### src/rtl/vga_sram_prefetch.sv
// vga_sram_prefetch: fetches a frame buffer word-by-word from the SRAM bypass
// port into a small FIFO that feeds the pixel pipeline. One read in flight
// at a time; frame_start flushes the FIFO and restarts at fb_base. A read that
// is pending when frame_start arrives is completed and its data is dropped.
// Optional feature macro: VGA_PREFETCH_UNDERRUN_EN adds a sticky underrun flag
// and a saturating underrun event counter.
module vga_sram_prefetch #(
  parameter int DEPTH       = 8,
  parameter int FRAME_WORDS = 76800
) (
  input  logic        clk,
  input  logic        rst,
  input  logic [31:0] fb_base,
  input  logic        frame_start,
  input  logic        pix_pop,
  output logic [31:0] pix_data,
  output logic        pix_valid,
  output logic [31:0] mod_vga_sram_addr,
  output logic        mod_vga_sram_read,
  input  logic [31:0] mod_vga_sram_data,
  input  logic        mod_vga_sram_rdy
`ifdef VGA_PREFETCH_UNDERRUN_EN
  ,
  output logic        underrun,
  output logic [15:0] underrun_cnt
`endif
);
  localparam int AW = $clog2(DEPTH);
  localparam int CW = $clog2(DEPTH + 1);
  localparam int WW = $clog2(FRAME_WORDS + 1);

  typedef enum logic [1:0] {IDLE, REQ, DISCARD, DONE} state_t;

  state_t          state, state_nxt;
  logic [31:0]     mem [DEPTH];
  logic [AW-1:0]   wr_ptr, rd_ptr, rd_ptr_nxt;
  logic [CW-1:0]   count, count_nxt;
  logic [31:0]     head_nxt;
  logic [WW-1:0]   words_issued;
  logic [31:0]     next_addr;
  logic            armed;   // set by the first frame_start after reset
  logic            push, pop, fifo_room;

  assign pop       = pix_pop && pix_valid;
  assign fifo_room = (count < CW'(DEPTH)) || pop;
  // Dropped when frame_start coincides: that word belongs to the old frame.
  assign push      = (state == REQ) && mod_vga_sram_rdy && !frame_start && fifo_room;
  assign pix_valid = (count != '0);

  // State register
  always_ff @(posedge clk) begin
    if (rst) state <= IDLE;
    else     state <= state_nxt;
  end

  // Next-state logic
  always_comb begin
    state_nxt = state;
    case (state)
      IDLE: begin
        if (frame_start)                                      state_nxt = IDLE;
        else if (armed && words_issued == WW'(FRAME_WORDS))   state_nxt = DONE;
        else if (armed && count < CW'(DEPTH))                 state_nxt = REQ;
      end
      REQ: begin
        if (frame_start)           state_nxt = mod_vga_sram_rdy ? IDLE : DISCARD;
        else if (mod_vga_sram_rdy) state_nxt = IDLE;
      end
      DISCARD: if (mod_vga_sram_rdy) state_nxt = IDLE;
      DONE:    if (frame_start)      state_nxt = IDLE;
      default: state_nxt = IDLE;
    endcase
  end

  // Output logic: read is a level for the whole life of a request
  always_comb begin
    mod_vga_sram_read = (state == REQ) || (state == DISCARD);
  end

  // Fetch address / frame progress; request address latched at issue so it
  // stays stable even if frame_start reloads next_addr mid-request
  always_ff @(posedge clk) begin
    if (rst) begin
      next_addr         <= '0;
      mod_vga_sram_addr <= '0;
      words_issued      <= '0;
      armed             <= 1'b0;
    end else begin
      if (state == IDLE && state_nxt == REQ) mod_vga_sram_addr <= next_addr;
      if (frame_start) begin
        next_addr    <= fb_base;
        words_issued <= '0;
        armed        <= 1'b1;
      end else if (state == REQ && mod_vga_sram_rdy) begin
        next_addr    <= next_addr + 32'd4;
        words_issued <= words_issued + 1'b1;
      end
    end
  end

  // FIFO next pointers/count and the word that will be at the head next cycle
  always_comb begin
    rd_ptr_nxt = pop ? rd_ptr + 1'b1 : rd_ptr;
    count_nxt  = count;
    if (push && !pop)      count_nxt = count + 1'b1;
    else if (pop && !push) count_nxt = count - 1'b1;
    // A push landing in the slot that becomes head must be forwarded into
    // the head register, since mem is only written at this edge.
    head_nxt = (push && wr_ptr == rd_ptr_nxt) ? mod_vga_sram_data : mem[rd_ptr_nxt];
  end

  // FIFO storage
  always_ff @(posedge clk) begin
    if (push) mem[wr_ptr] <= mod_vga_sram_data;
  end

  // FIFO pointers, occupancy and registered head word
  always_ff @(posedge clk) begin
    if (rst) begin
      wr_ptr   <= '0;
      rd_ptr   <= '0;
      count    <= '0;
      pix_data <= '0;
    end else if (frame_start) begin
      wr_ptr <= '0;
      rd_ptr <= '0;
      count  <= '0;
    end else begin
      if (push) wr_ptr <= wr_ptr + 1'b1;
      rd_ptr   <= rd_ptr_nxt;
      count    <= count_nxt;
      pix_data <= head_nxt;
    end
  end

`ifdef VGA_PREFETCH_UNDERRUN_EN
  // Sticky underrun flag and saturating event counter
  always_ff @(posedge clk) begin
    if (rst || frame_start) begin
      underrun     <= 1'b0;
      underrun_cnt <= '0;
    end else if (pix_pop && !pix_valid) begin
      underrun <= 1'b1;
      if (underrun_cnt != 16'hFFFF) underrun_cnt <= underrun_cnt + 16'd1;
    end
  end
`endif

endmodule

### config.mk
export PLATFORM = sky130hd
export DESIGN_NAME = vga_sram_prefetch
export DESIGN_NICKNAME = d
export VERILOG_FILES = /design/src/rtl/vga_sram_prefetch.sv
export SDC_FILE = /design/constraint.sdc
export NUM_CORES = 1
export LEC_CHECK = 0
export ABC_CLOCK_PERIOD_IN_PS = 4800
export CORE_MARGIN = 1.5
export CORE_UTILIZATION = 52
export DETAILED_ROUTE_END_ITERATION = 7
export PLACE_DENSITY = 0.79
export SLEW_MARGIN = 20
export SYNTH_ARGS = -nofsm -noshare
export SYNTH_HDL_FRONTEND = slang
export SYNTH_SLANG_ARGS = --single-unit
### constraint.sdc
create_clock -name clk -period 4.8 [get_ports clk]
set_input_delay 0.96 -clock clk [delete_from_list [all_inputs] [get_ports clk]]
set_output_delay 0.96 -clock clk [all_outputs]
set_load 0.01 [all_outputs]
==> impl_metrics.env, run 1 <==
export IMPL_status="complete, no violations"
export IMPL_final_nets=1565
export IMPL_final_common_cell="nand2_1"
export IMPL_clockBufferDepth=3
export IMPL_multi_input_area_um2=4878
export IMPL_postCtsResizedCells=0
export IMPL_grt_usage_pct=23.50
export IMPL_wl_per_cell_um=18.93
export IMPL_cp_data_required_time_ps=5180
export IMPL_grt_pass1_wl_mm=56.87
export IMPL_peakVddDrop_v=0.0002951
export IMPL_area_growth_pct=19.96
export IMPL_htreeDepth=2
export IMPL_period_minus_slack_ps=3329
export IMPL_routed_wirelength_mm=35.94
export IMPL_gp_congestion=0.8141
export IMPL_clock_root_buffer="clkbuf_16"
export IMPL_gr_total_overflow=0
export IMPL_synth_ff_type="edfxtp_1"
export IMPL_portBuffers=134
export IMPL_slew_violations=0
export IMPL_power_share_switching_pct=21.61
export IMPL_start_kind="primary input"
export IMPL_ios=135
export IMPL_drt_iter0_drc=869
export IMPL_internal_power_uw=5503
export IMPL_synthesis_area_um2=15400
export IMPL_setup_violations=0
export IMPL_first_pass_iters=5
export IMPL_synth_cell_type_count=51
export IMPL_yosysSeqAreaShare_pct=66.31
export IMPL_initial_core_util_pct=53.21
export IMPL_tightest_slew_ps=1106
export IMPL_syn_nets=1446
export IMPL_register_area_um2=10210
export IMPL_max_slew_margin_pct=26.06
export IMPL_crit_type="primary input to flip-flop"
export IMPL_vias=10870
export IMPL_setup_tns_ps=0
export IMPL_rsz0062_at_grt="false"
export IMPL_antennaDiodeCount=0
export IMPL_switchingPower_uw=1518
export IMPL_cts_made_buffers=39
export IMPL_fp_dieW_um=175.1
export IMPL_cts_sinks=382
export IMPL_cts_tree="built"
export IMPL_netlist_instances=1364
export IMPL_fillerInstances=2116
export IMPL_final_cell_mix="nand2_1 (311), edfxtp_1 (256), nand3_1 (141), clkdlybuf4s50_1 (133), dfxtp_1 (126)"
export IMPL_async_flop_share_pct=0
export IMPL_route_detailed_drc=0
export IMPL_grt_pass1_vias=10700
export IMPL_hold_buffers=0
export IMPL_hpwl_mm=20.13
export IMPL_clk_latency_ps=530
export IMPL_syn_avg_cell_area_um2=11.29
export IMPL_worstSetupEndpointType="flip-flop"
export IMPL_comb_power_share_pct=6.4
export IMPL_dieArea_um2=30650
export IMPL_cp_data_arrival_time_ps=3710
export IMPL_synth_warnings=0
export IMPL_core_um2=28940
export IMPL_hold_path_class="flip-flop to flip-flop"
export IMPL_seq_power_share_pct=51.2
export IMPL_cp_max_fo=32
export IMPL_hold_ws_ps=488.1
export IMPL_num_rows=62
export IMPL_antenna_found_initial=2
export IMPL_power_leakage_uw=0.006606
export IMPL_post_cts_buffers=0
export IMPL_clkPwrFrac_pct=42.4
export IMPL_p_per_area_nw_per_um2=380.1
export IMPL_grt_max_degree=130
export IMPL_drv_cap=0
export IMPL_max_clock_freq_mhz=300.4
export IMPL_timing_final_crit_share_pct=69.36
export IMPL_clk_pin_slew_worst_paths_ps=60
export IMPL_skew_ps=15.28
export IMPL_die_height_um=175.1
export IMPL_layout_drive_gt1_share_pct=7.332
export IMPL_hold_viol=0
export IMPL_ys_ff_latch=382
export IMPL_antenna_left=0
export IMPL_synth_edff_count=256
export IMPL_vias_per_cell=5.726
[final timing paths]
kind / from / to / slack (ps) / cells past startpoint
worst max-delay path: pix_pop / pix_data[28] / 1470 / 8
worst min-delay path: pix_data[3] / pix_data[3] / 490 / 2
worst max register to register: state[1] / count[3] / 1600 / 13
worst min register to register: pix_data[3] / pix_data[3] / 490 / 2
[per-layer routing]
metal / global-route usage, % / wire length (um) / vias to the layer above
met5: 0 / 0 / -
met4: 6.446 / 660 / 0
met3: 7.158 / 3650 / 56
met2: 38.46 / 17350 / 465
met1: 30.40 / 14280 / 5255
li1: - / - / 5091
[synthesized netlist by cell type, types with 3 or more instances]
cell type	number	area share (%)
a21oi_1	31	1.0
a22oi_1	31	1.5
a31oi_1	3	0.12
and2_1	4	0.16
and3_1	4	0.16
and4_1	5	0.28
buf_1	7	0.17
buf_2	7	0.23
buf_6	3	0.22
clkbuf_1	61	1.5
dfxtp_1	126	16
edfxtp_1	256	50
ha_1	12	0.98
inv_1	16	0.39
mux2i_1	45	2.9
nand2_1	311	7.6
nand2b_1	3	0.12
nand3_1	141	4.6
nand4_1	47	1.9
nor2_1	95	2.3
nor3_1	9	0.29
nor4_1	13	0.53
o21ai_0	15	0.49
o21ai_1	20	0.65
o21ai_2	10	0.57
or3_1	8	0.33
or4_1	3	0.15
xnor2_1	19	1.1
xor2_1	31	1.8
[registers in the layout (all words and copies together) (netlist names)]
signal,flops
armed,1
count,4
mem,256
mod_vga_sram_addr,32
next_addr,32
pix_data,32
rd_ptr,3
state,2
words_issued,17
wr_ptr,3
[stage by stage]
stage               cell area, um^2  power (uW)  util (%)  instances  setup slack [ps]
floorplan                     15400        3892         -       1364             416.5
global placement              17190        4095     59.39       1826             999.0
detailed placement            17190        4107     59.39       1826             945.9
CTS                           18470        7071     63.83       1898              1488
global route                  18470        7244     63.83       1898              1255
finish                        18470        7021     63.83       1898              1471
[power by group through the flow]
stage | logic [uW] | clock network, uW | registers (uW)
floorplan | 227 | 0 | 3670
global placement | 434 | 0 | 3660
detailed placement | 444 | 0 | 3660
CTS | 448 | 3030 | 3590
global route | 489 | 3160 | 3600
finish | 447 | 2980 | 3590
[critical path, stage by stage]
cell	delay (ps)
clkdlybuf4s50_1	480
o41a_1	380
clkinv_1	330
o31a_2	440
and2_1	190
o31ai_4	230
buf_4	500
o21ai_0	180
[kinds of logic after synthesis]
| group | Yosys count | synth area share [%] |
|---|---|---|
| XOR/XNOR | 50 | 2.844 |
| buffers and inverters | 99 | 2.657 |
| AND/OR/NAND/NOR | 648 | 18.66 |
| adder cells (fa/ha/maj) | 13 | 1.105 |
| multiplexers | 45 | 2.925 |
| AO/OA/AOI/OAI | 127 | 5.501 |
| flip-flops | 382 | 66.31 |
[final cells by class]
type	instances	area share (%)
clock buffers	56	6.117
clock inverters	16	0.8400
repair buffers	159	8.386
inverters	18	0.3658
well taps	384	2.601
flip-flops and latches	382	55.28
multi-input cells	883	26.41
(Power assumes the default switching activity.)
==> run 2, diff against run 1 <==
--- a/config.mk
+++ b/config.mk
@@ -5,11 +5,11 @@
 export SDC_FILE = /design/constraint.sdc
 export NUM_CORES = 1
 export LEC_CHECK = 0
-export ABC_CLOCK_PERIOD_IN_PS = 4800
+export ABC_CLOCK_PERIOD_IN_PS = 3080
 export CORE_MARGIN = 1.5
 export CORE_UTILIZATION = 52
 export DETAILED_ROUTE_END_ITERATION = 7
-export PLACE_DENSITY = 0.79
+export PLACE_DENSITY = 0.76
 export SLEW_MARGIN = 20
 export SYNTH_ARGS = -nofsm -noshare
 export SYNTH_HDL_FRONTEND = slang
==> constraint.sdc (replaced) <==
create_clock -name clk -period 3.08 [get_ports clk]
set_input_delay 0.616 -clock clk [delete_from_list [all_inputs] [get_ports clk]]
set_output_delay 0.616 -clock clk [all_outputs]
set_load 0.01 [all_outputs]
==> impl_metrics.env, run 2 (synthesis gave the netlist of run 1 again) <==
export IMPL_status="complete, no violations"
export IMPL_grt_pass1_wl_mm=56.00
export IMPL_slowest_delay_ps=380
export IMPL_worstSetupEndpointType="flip-flop"
export IMPL_p_per_area_nw_per_um2=580.8
export IMPL_slew_violations=0
export IMPL_register_area_um2=10210
export IMPL_htreeDepth=2
export IMPL_ios=135
export IMPL_cp_data_required_time_ps=3530
export IMPL_clock_root_buffer="clkbuf_16"
export IMPL_post_cts_buffers=0
export IMPL_largest_reg_flops=256
export IMPL_rsz0062_at_grt="false"
export IMPL_power_leakage_uw=0.006757
export IMPL_final_cell_mix="nand2_1 (311), edfxtp_1 (256), nand3_1 (141), clkdlybuf4s50_1 (133), dfxtp_1 (126)"
export IMPL_max_clock_freq_mhz=369.3
export IMPL_peakVddDrop_v=0.0004196
export IMPL_antennaDiodeCount=0
export IMPL_tightest_slew_ps=1112
export IMPL_cts_tree="built"
export IMPL_timing_final_crit_share_pct=87.91
export IMPL_hpwl_mm=20.27
export IMPL_clockBufferDepth=3
export IMPL_clk_pin_slew_worst_paths_ps=60
export IMPL_route_detailed_drc=0
export IMPL_postCtsResizedCells=0
export IMPL_grt_usage_pct=23.15
export IMPL_routed_wirelength_mm=35.23
export IMPL_cts_made_buffers=40
export IMPL_final_nets=1593
export IMPL_fillerInstances=2125
export IMPL_cp_data_arrival_time_ps=3160
export IMPL_start_kind="flip-flop"
export IMPL_wl_per_cell_um=18.29
export IMPL_skew_ps=17.69
export IMPL_hold_path_class="flip-flop to flip-flop"
export IMPL_cp_slowest_cell="dfxtp_1"
export IMPL_die_height_um=175.1
export IMPL_core_um2=28940
export IMPL_gp_congestion=0.7994
export IMPL_critPathTopFamily="simple AND/OR/NAND/NOR gates"
export IMPL_layout_drive_gt1_share_pct=8.820
export IMPL_cpMostUsedCell="ha_1"
export IMPL_num_rows=62
export IMPL_hold_ws_ps=484.2
export IMPL_vias=10830
export IMPL_initial_core_util_pct=53.21
export IMPL_drt_iter0_drc=863
export IMPL_dieArea_um2=30650
export IMPL_fp_dieW_um=175.1
export IMPL_setup_violations=0
export IMPL_setup_tns_ps=0
export IMPL_multi_input_area_um2=4885
export IMPL_portBuffers=134
export IMPL_gr_total_overflow=0
export IMPL_drv_cap=0
export IMPL_cts_sinks=382
export IMPL_path_buf_inv=3
export IMPL_fin_total_pwr_uw=10960
export IMPL_first_pass_iters=5
export IMPL_cp_max_fo=8
export IMPL_final_common_cell="nand2_1"
export IMPL_cp_cell_sequence="inv_1 -> ha_1 -> nand2_1 -> or3_1 -> clkinv_1 -> ha_1 -> inv_1 -> ha_1 -> a21o_1 -> a21oi_1 -> xnor2_1 -> or3_1 -> a21oi_1"
export IMPL_grt_max_degree=68
export IMPL_clk_latency_ps=530
export IMPL_vias_per_cell=5.625
export IMPL_period_minus_slack_ps=2707
export IMPL_crit_type="flip-flop to flip-flop"
export IMPL_antenna_found_initial=1
export IMPL_grt_pass1_vias=10720
export IMPL_max_slew_margin_pct=25.84
export IMPL_area_growth_pct=22.52
export IMPL_hold_viol=0
export IMPL_top_register="mem"
export IMPL_antenna_left=0
export IMPL_hold_buffers=0
[run 2: worst paths after layout]
kind | startpoint | to | slack, ps | cells past startpoint
worst max-delay path | state[1] | count[3] | 370 | 13
worst min-delay path | pix_data[11] | pix_data[11] | 480 | 2
worst max register to register | state[1] | count[3] | 370 | 13
worst min register to register | pix_data[11] | pix_data[11] | 480 | 2
[run 2: layout make-up]
type | count | area share (%)
sequential | 382 | 54.12
timing repair buffer | 186 | 10.41
tap | 384 | 2.547
clock inverter | 17 | 0.9352
inverter | 18 | 0.3582
multi-input combinational | 883 | 25.89
clock buffer | 56 | 5.731
[run 2: per-layer routing]
metal	wire length (um)	GRT usage, %
met1	14370	29.44
met2	17070	38.77
met3	3087	6.070
met4	688	7.336
met5	13	0
[run 2: power breakdown]
part	total [uW]	internal (uW)	switching, uW	leakage [uW]
logic	729	328	401	0.00281
registers	5600	5540	63.8	0.00333
clock network	4630	2720	1910	0.000612
total	11000	8580	2380	0.00676
[run 2: tightest hold or removal path, delay by kind of cell (launching register included)]
kind / cells / cell delay (ps)
AO/OA/AOI/OAI: 2 / 120
flip-flops: 1 / 330
[run 2: metrics by stage]
stage | area [um^2] | setup WS (ps) | util (%) | std cells
floorplan | 15420 | -793.5 | - | 1364
global placement | 17610 | 50.19 | 60.85 | 1853
detailed placement | 17610 | -34.99 | 60.85 | 1853
CTS | 18860 | 379.7 | 65.20 | 1926
global route | 18860 | 136.7 | 65.20 | 1926
finish | 18860 | 372.5 | 65.20 | 1926
